===== src/rtl/mem_stage_pkg.sv =====
// Shared widths, exception codes, load-type bit order and bus payload layouts for the MEM stage.
package mem_stage_pkg;

   localparam int unsigned ES_TO_MS_BUS_WD = 96;
   localparam int unsigned MS_TO_WS_BUS_WD = 91;
   localparam int unsigned MS_FWD_BUS_WD   = 40;
   localparam int unsigned C0_BUS_WD       = 11;
   localparam int unsigned LD_INST_WD      = 7;
   localparam int unsigned C0_MFC0_BIT     = 8;

   // Bit positions inside ld_inst, msb first: lw,lb,lbu,lh,lhu,lwl,lwr
   localparam int unsigned LD_LW  = 6;
   localparam int unsigned LD_LB  = 5;
   localparam int unsigned LD_LBU = 4;
   localparam int unsigned LD_LH  = 3;
   localparam int unsigned LD_LHU = 2;
   localparam int unsigned LD_LWL = 1;
   localparam int unsigned LD_LWR = 0;

   localparam logic [4:0] EX_INT  = 5'h00;
   localparam logic [4:0] EX_ADEL = 5'h04;
   localparam logic [4:0] EX_ADES = 5'h05;
   localparam logic [4:0] EX_SYS  = 5'h08;
   localparam logic [4:0] EX_BP   = 5'h09;
   localparam logic [4:0] EX_RI   = 5'h0a;
   localparam logic [4:0] EX_OV   = 5'h0c;

   typedef struct packed {
      logic [C0_BUS_WD-1:0]  c0_bus;
      logic                  bd;
      logic                  ex;
      logic [4:0]            excode;
      logic [LD_INST_WD-1:0] ld_inst;
      logic                  res_from_mem;
      logic                  gr_we;
      logic [4:0]            dest;
      logic [31:0]           res;
      logic [31:0]           pc;
   } es_to_ms_t;

   typedef struct packed {
      logic [C0_BUS_WD-1:0] c0_bus;
      logic                 bd;
      logic                 ex;
      logic [4:0]           excode;
      logic [3:0]           rf_we;
      logic [4:0]           dest;
      logic [31:0]          final_result;
      logic [31:0]          pc;
   } ms_to_ws_t;

   typedef struct packed {
      logic        no_fwd;
      logic        mfc0_valid;
      logic        block_valid;
      logic [4:0]  dest;
      logic [31:0] result;
   } ms_fwd_t;

endpackage


===== src/rtl/mem_stage_load_align.sv =====
// Load data alignment: byte/half select with sign/zero extension and lwl/lwr byte merge enables.
module mem_stage_load_align
   import mem_stage_pkg::*;
(
   input  logic [LD_INST_WD-1:0] i_ld_inst,
   input  logic [1:0]            i_off,
   input  logic [31:0]           i_rdata,
   output logic [31:0]           o_data,
   output logic [3:0]            o_rf_we
);

   logic [7:0]  w_byte;
   logic [15:0] w_half;

   always_comb begin
      w_byte = i_rdata[7:0];
      case (i_off)
         2'd0: w_byte = i_rdata[7:0];
         2'd1: w_byte = i_rdata[15:8];
         2'd2: w_byte = i_rdata[23:16];
         2'd3: w_byte = i_rdata[31:24];
         default: w_byte = i_rdata[7:0];
      endcase
      w_half = i_off[1] ? i_rdata[31:16] : i_rdata[15:0];
   end

   always_comb begin
      o_data  = i_rdata;
      o_rf_we = 4'b1111;
      if (i_ld_inst[LD_LW]) begin
         o_data = i_rdata;
      end else if (i_ld_inst[LD_LB]) begin
         o_data = {{24{w_byte[7]}}, w_byte};
      end else if (i_ld_inst[LD_LBU]) begin
         o_data = {24'd0, w_byte};
      end else if (i_ld_inst[LD_LH]) begin
         o_data = {{16{w_half[15]}}, w_half};
      end else if (i_ld_inst[LD_LHU]) begin
         o_data = {16'd0, w_half};
      end else if (i_ld_inst[LD_LWL]) begin
         // lwl fills the register from the top byte down
         case (i_off)
            2'd0: begin o_data = {i_rdata[7:0],  24'd0}; o_rf_we = 4'b1000; end
            2'd1: begin o_data = {i_rdata[15:0], 16'd0}; o_rf_we = 4'b1100; end
            2'd2: begin o_data = {i_rdata[23:0], 8'd0};  o_rf_we = 4'b1110; end
            default: begin o_data = i_rdata;             o_rf_we = 4'b1111; end
         endcase
      end else if (i_ld_inst[LD_LWR]) begin
         case (i_off)
            2'd0: begin o_data = i_rdata;                o_rf_we = 4'b1111; end
            2'd1: begin o_data = {8'd0,  i_rdata[31:8]}; o_rf_we = 4'b0111; end
            2'd2: begin o_data = {16'd0, i_rdata[31:16]}; o_rf_we = 4'b0011; end
            default: begin o_data = {24'd0, i_rdata[31:24]}; o_rf_we = 4'b0001; end
         endcase
      end
   end

endmodule


===== src/rtl/mem_stage.sv =====
// MEM pipeline stage: holds the EX result, aligns load data and drives writeback and forwarding buses.
// Optional feature macro MS_FWD_LOAD_EN: forward aligned load results (except lwl/lwr) straight from MEM.
module mem_stage
   import mem_stage_pkg::*;
(
   input  logic                       clk,
   input  logic                       reset,
   input  logic                       ws_allowin,
   output logic                       ms_allowin,
   input  logic                       es_to_ms_valid,
   input  logic [ES_TO_MS_BUS_WD-1:0] es_to_ms_bus,
   input  logic [31:0]                data_sram_rdata,
   output logic                       ms_to_ws_valid,
   output logic [MS_TO_WS_BUS_WD-1:0] ms_to_ws_bus,
   output logic [MS_FWD_BUS_WD-1:0]   ms_fwd_bus,
   output logic                       ms_ex,
   input  logic                       flush
);

   logic        r_ms_valid;
   logic        r_first_cycle;
   es_to_ms_t   r_bus;
   logic [31:0] r_rdata;

   logic        w_capture;
   logic [31:0] w_rdata;
   logic [31:0] w_ld_data;
   logic [3:0]  w_ld_we;
   logic        w_no_fwd;
   ms_to_ws_t   w_ws;
   ms_fwd_t     w_fwd;

   assign ms_allowin = !r_ms_valid || ws_allowin;
   assign w_capture  = es_to_ms_valid && ms_allowin;

   // SRAM data is only live in the first MEM cycle; keep a copy for stalls
   always_ff @(posedge clk) begin
      if (reset) begin
         r_ms_valid    <= 1'b0;
         r_first_cycle <= 1'b0;
         r_bus         <= '0;
         r_rdata       <= 32'd0;
      end else begin
         if (flush) begin
            r_ms_valid <= 1'b0;
         end else if (ms_allowin) begin
            r_ms_valid <= es_to_ms_valid;
         end
         if (w_capture) begin
            r_bus <= es_to_ms_t'(es_to_ms_bus);
         end
         if (r_first_cycle) begin
            r_rdata <= data_sram_rdata;
         end
         r_first_cycle <= w_capture && !flush;
      end
   end

   assign w_rdata = r_first_cycle ? data_sram_rdata : r_rdata;

   mem_stage_load_align u_load_align (
      .i_ld_inst (r_bus.ld_inst),
      .i_off     (r_bus.res[1:0]),
      .i_rdata   (w_rdata),
      .o_data    (w_ld_data),
      .o_rf_we   (w_ld_we)
   );

`ifdef MS_FWD_LOAD_EN
   assign w_no_fwd = r_bus.res_from_mem && (r_bus.ld_inst[LD_LWL] || r_bus.ld_inst[LD_LWR]);
`else
   assign w_no_fwd = r_bus.res_from_mem;
`endif

   always_comb begin
      w_ws.c0_bus       = r_bus.c0_bus;
      w_ws.bd           = r_bus.bd;
      w_ws.ex           = r_bus.ex;
      w_ws.excode       = r_bus.excode;
      w_ws.dest         = r_bus.dest;
      w_ws.pc           = r_bus.pc;
      w_ws.final_result = r_bus.res;
      w_ws.rf_we        = {4{r_bus.gr_we}};
      // Excepting instructions keep res (the bad address) and write nothing
      if (r_bus.ex) begin
         w_ws.rf_we = 4'b0000;
      end else if (r_bus.res_from_mem) begin
         w_ws.final_result = w_ld_data;
         w_ws.rf_we        = w_ld_we;
      end
   end

   always_comb begin
      w_fwd.no_fwd      = r_ms_valid && w_no_fwd;
      w_fwd.mfc0_valid  = r_ms_valid && r_bus.c0_bus[C0_MFC0_BIT];
      w_fwd.block_valid = r_ms_valid && r_bus.gr_we && !r_bus.ex && !flush;
      w_fwd.dest        = r_bus.dest;
      w_fwd.result      = w_ws.final_result;
   end

   assign ms_to_ws_valid = r_ms_valid && !flush;
   assign ms_ex          = r_ms_valid && r_bus.ex && !flush;
   assign ms_to_ws_bus   = w_ws;
   assign ms_fwd_bus     = w_fwd;

endmodule


===== config.mk =====
export PLATFORM = sky130hd
export DESIGN_NAME = mem_stage
export DESIGN_NICKNAME = d
export VERILOG_FILES = /design/src/rtl/mem_stage_pkg.sv /design/src/rtl/mem_stage_load_align.sv /design/src/rtl/mem_stage.sv
export SDC_FILE = /design/constraint.sdc
export NUM_CORES = 1
export LEC_CHECK = 0
export ABC_AREA = 1
export CORE_ASPECT_RATIO = 1.75
export CORE_MARGIN = 2
export CORE_UTILIZATION = 47
export DETAILED_ROUTE_END_ITERATION = 12
export PLACE_DENSITY_LB_ADDON = 0.3
export SYNTH_ARGS = -nofsm -noshare
export SYNTH_HDL_FRONTEND = slang
export SYNTH_SLANG_ARGS = --single-unit
export TNS_END_PERCENT = 10

===== constraint.sdc =====
create_clock -name clk -period 2.2 [get_ports clk]
set_input_delay 0.44 -clock clk [delete_from_list [all_inputs] [get_ports clk]]
set_output_delay 0.44 -clock clk [all_outputs]
set_load 0.05 [all_outputs]

==> reports/qor.yml <==
outcome: "complete, but fails checks"
violated_checks: "negative setup slack"
detail_route.iter0.violations: 654
synthesis.yosys.warnings: 0
num_rows: 63
fin_ws_ns: -0.6964
grt_max_degree: 88
hold_path_class: "reg -> reg"
post_drt_wl_per_cell_um: 18.00
min_delay_worst_endpoint: "r_rdata[30]"
tritoncts_num_sinks: 130
drt.antenna.violating_nets: 0
grt_remaining_overflow: 0
wire_length_of_the_first_global_routing_pass_mm: 48.69
power_per_cell_area_nw_per_um2: 709.9
max_cap_viol_count: 0
tightest_slew_ns: 0.5730
final.period_utilization: 1.317
dp.final_hpwl_mm: 24.13
mapped_area_um2: 8142
finalClockSkew_ns: 0.007817
hold_buffers: 0
fp.dieArea_um2: 18430
clk_transition_reported_paths_ns: 0.07
place_congestion: 1.038
post_drt_via_cell_ratio: 5.200
first_global_vias: 9280
cts_root_buf: "sky130_fd_sc_hd__clkbuf_16"
track_usage: 0.3508
boundaryPins: 267
rsz0062_at_grt: "yes"
finalPower_mw: 8.945
holdWs_ns: 0.4742
clock_latency_ns: 0.42
criticalPathCategory: "reg -> out"
yosys.area.top_type: "sky130_fd_sc_hd__dfxtp_1"
portBuffers: 266
post_route_cells_drive_above_1_share: 0.2347
synthesized_flop_and_latch_total: 130
number_of_iterations_in_the_first_detailed_routing_pass: 6
synth.area.top_cells: "sky130_fd_sc_hd__dfxtp_1 32%, sky130_fd_sc_hd__nand2_1 18%, sky130_fd_sc_hd__o21ai_0 9.9%"
yosysTopAreaCellShare: 0.3197
worstSetupStartpointType: "register"
timing.hold.worst.start: "r_rdata[30]"
tritoncts: "yes"
cts.path.max_buffers: 2
dieWidth_um: 103.5
static_leakage_nw: 5.896
antenna-diode-count: 0
synth_cells: 1332
final_hold_viols: 0
worst_hold_path.num_cells: 2
mean_instance_size_in_the_synthesized_netlist_um2: 6.112
maximum_resistive_drop_on_vdd_mv: 0.7633
rr_endpoint: "ms_to_ws_bus[78]"
synth_cell_types: 31
synth.net_count: 1465
timing.reg2reg.setup_slack_ns: 0.53
starting_density_of_the_core: 0.4804
route.final.wire_length_mm: 33.23
drcViolationCount: 0
layout_common_cells: "351 x sky130_fd_sc_hd__nand2_1, 207 x sky130_fd_sc_hd__nor2_1, 192 x sky130_fd_sc_hd__clkdlybuf4s50_1"
report.final.slew_viol_count: 0
placement.setup.worst_slack_ns: -0.5105
routed_vias: 9599
number_of_h_tree_branching_levels: 4
end_kind: "primary output"
timing.critical_path.arrival_ns: 2.46
clock.fmax_mhz: 345.3
worst-endpoint-required_ns: 1.76
synth_seq_area_share: 0.3197
period_minus_slack_ns: 2.896
cts-buffers-inserted: 17
initial_antenna_violation_count: 0
chipHeight_um: 178.1
max_slew_margin: 0.6140
coreArea_um2: 16950
area_delta_synth_final_pct: 54.76
worst-r2r-cell-count: 6
finish.net_count: 1739
mostFrequentLayoutCell: "sky130_fd_sc_hd__nand2_1"
worstPathMaxFanout: 17
regToRegStartpoint: "r_ms_valid"
setup-violations-final: 66
[state kept, by name (all words and copies together), names as in the netlist]
signal         count
ms_to_ws_bus      50
r_bus             40
r_rdata           32
ms_fwd_bus         5
r_first_cycle      1
r_ms_valid         1
w_no_fwd           1
[report_power, final]
part / switching [mW] / internal, mW / leakage, nW
sequential: 0.0899 / 2.51 / 1.08
clock: 1.18 / 1.83 / 0.290
combinational: 2.06 / 1.28 / 4.53
[worst max-delay path: stages, from the launching register on]
cell                        delay, ns
sky130_fd_sc_hd__dfxtp_4         0.37
sky130_fd_sc_hd__buf_4           0.15
sky130_fd_sc_hd__clkbuf_16       0.18
sky130_fd_sc_hd__o21ai_2         0.37
sky130_fd_sc_hd__a21oi_1         0.12
sky130_fd_sc_hd__o21ai_1         0.23
sky130_fd_sc_hd__nand2_1         0.10
sky130_fd_sc_hd__nand2_1         0.08
sky130_fd_sc_hd__nand2_1         0.06
sky130_fd_sc_hd__nand2_1         0.05
sky130_fd_sc_hd__nand2_1         0.05
sky130_fd_sc_hd__nand2_2         0.09
sky130_fd_sc_hd__buf_6           0.17
[what timing repair did]
item	in CTS	in global routing
gates cloned	0	2
buffers inserted	0	5
setup endpoints to repair	70	68
pin swaps	5	9
resized for setup	94	55
[cell usage after synthesis, drive strengths merged]
cell and number:
nand2 411, nor2 213, o21ai 200, dfxtp 130
buf 125, a21oi 79, inv 74, clkbuf 45
nand3 34, clkinv 10, nor3 3, a22oi 2
a31oi 2, a211oi 1, and3 1, nor4 1
or2 1
[layout make-up]
class	instances	area, um2
Multi-Input combinational cell	948	4473
Fill cell	1367	4348
Timing Repair Buffer	425	4287
Sequential cell	130	2614
Clock buffer	18	439.2
Inverter	84	325.3
Tap cell	227	284.0
Clock inverter	14	177.7
[per-layer routing]
metal	routed length, um	global-route usage
met5	0	0
met4	2533	0.2363
met3	2125	0.07876
met2	17070	0.6129
met1	11500	0.3621
[cell families after synthesis]
logic type             synth area share
flip-flops                       0.3197
AND/OR/NAND/NOR                  0.3226
AO/OA/AOI/OAI                    0.1832
buffers and inverters            0.1746
[through the flow]
stage | cells | instance area, um2 | setup TNS (ns) | util
after global placement | 1807 | 11400 | -27.13 | 0.6725
after global routing | 1846 | 12600 | -46.41 | 0.7434
final | 1846 | 12600 | -38.15 | 0.7434
after detailed placement | 1807 | 11400 | -28.04 | 0.6725
after floorplan | 1332 | 8294 | -4.197 | -
after CTS | 1839 | 12330 | -35.70 | 0.7275
[how the worst max path moves through the flow]
| stage | cells after the start | startpoint | slack, ns | endpoint |
|---|---|---|---|---|
| CTS | 14 | r_first_cycle | -0.63 | ms_to_ws_bus[49] |
| global placement | 11 | data_sram_rdata[0] | -0.51 | ms_to_ws_bus[40] |
| detailed placement | 11 | data_sram_rdata[0] | -0.51 | ms_fwd_bus[8] |
| finish | 12 | r_first_cycle | -0.70 | ms_fwd_bus[16] |
| floorplan | 13 | r_first_cycle | -0.16 | ms_to_ws_bus[32] |
| global route | 15 | r_first_cycle | -0.81 | ms_fwd_bus[18] |
Power figures use the tool's default switching activity.
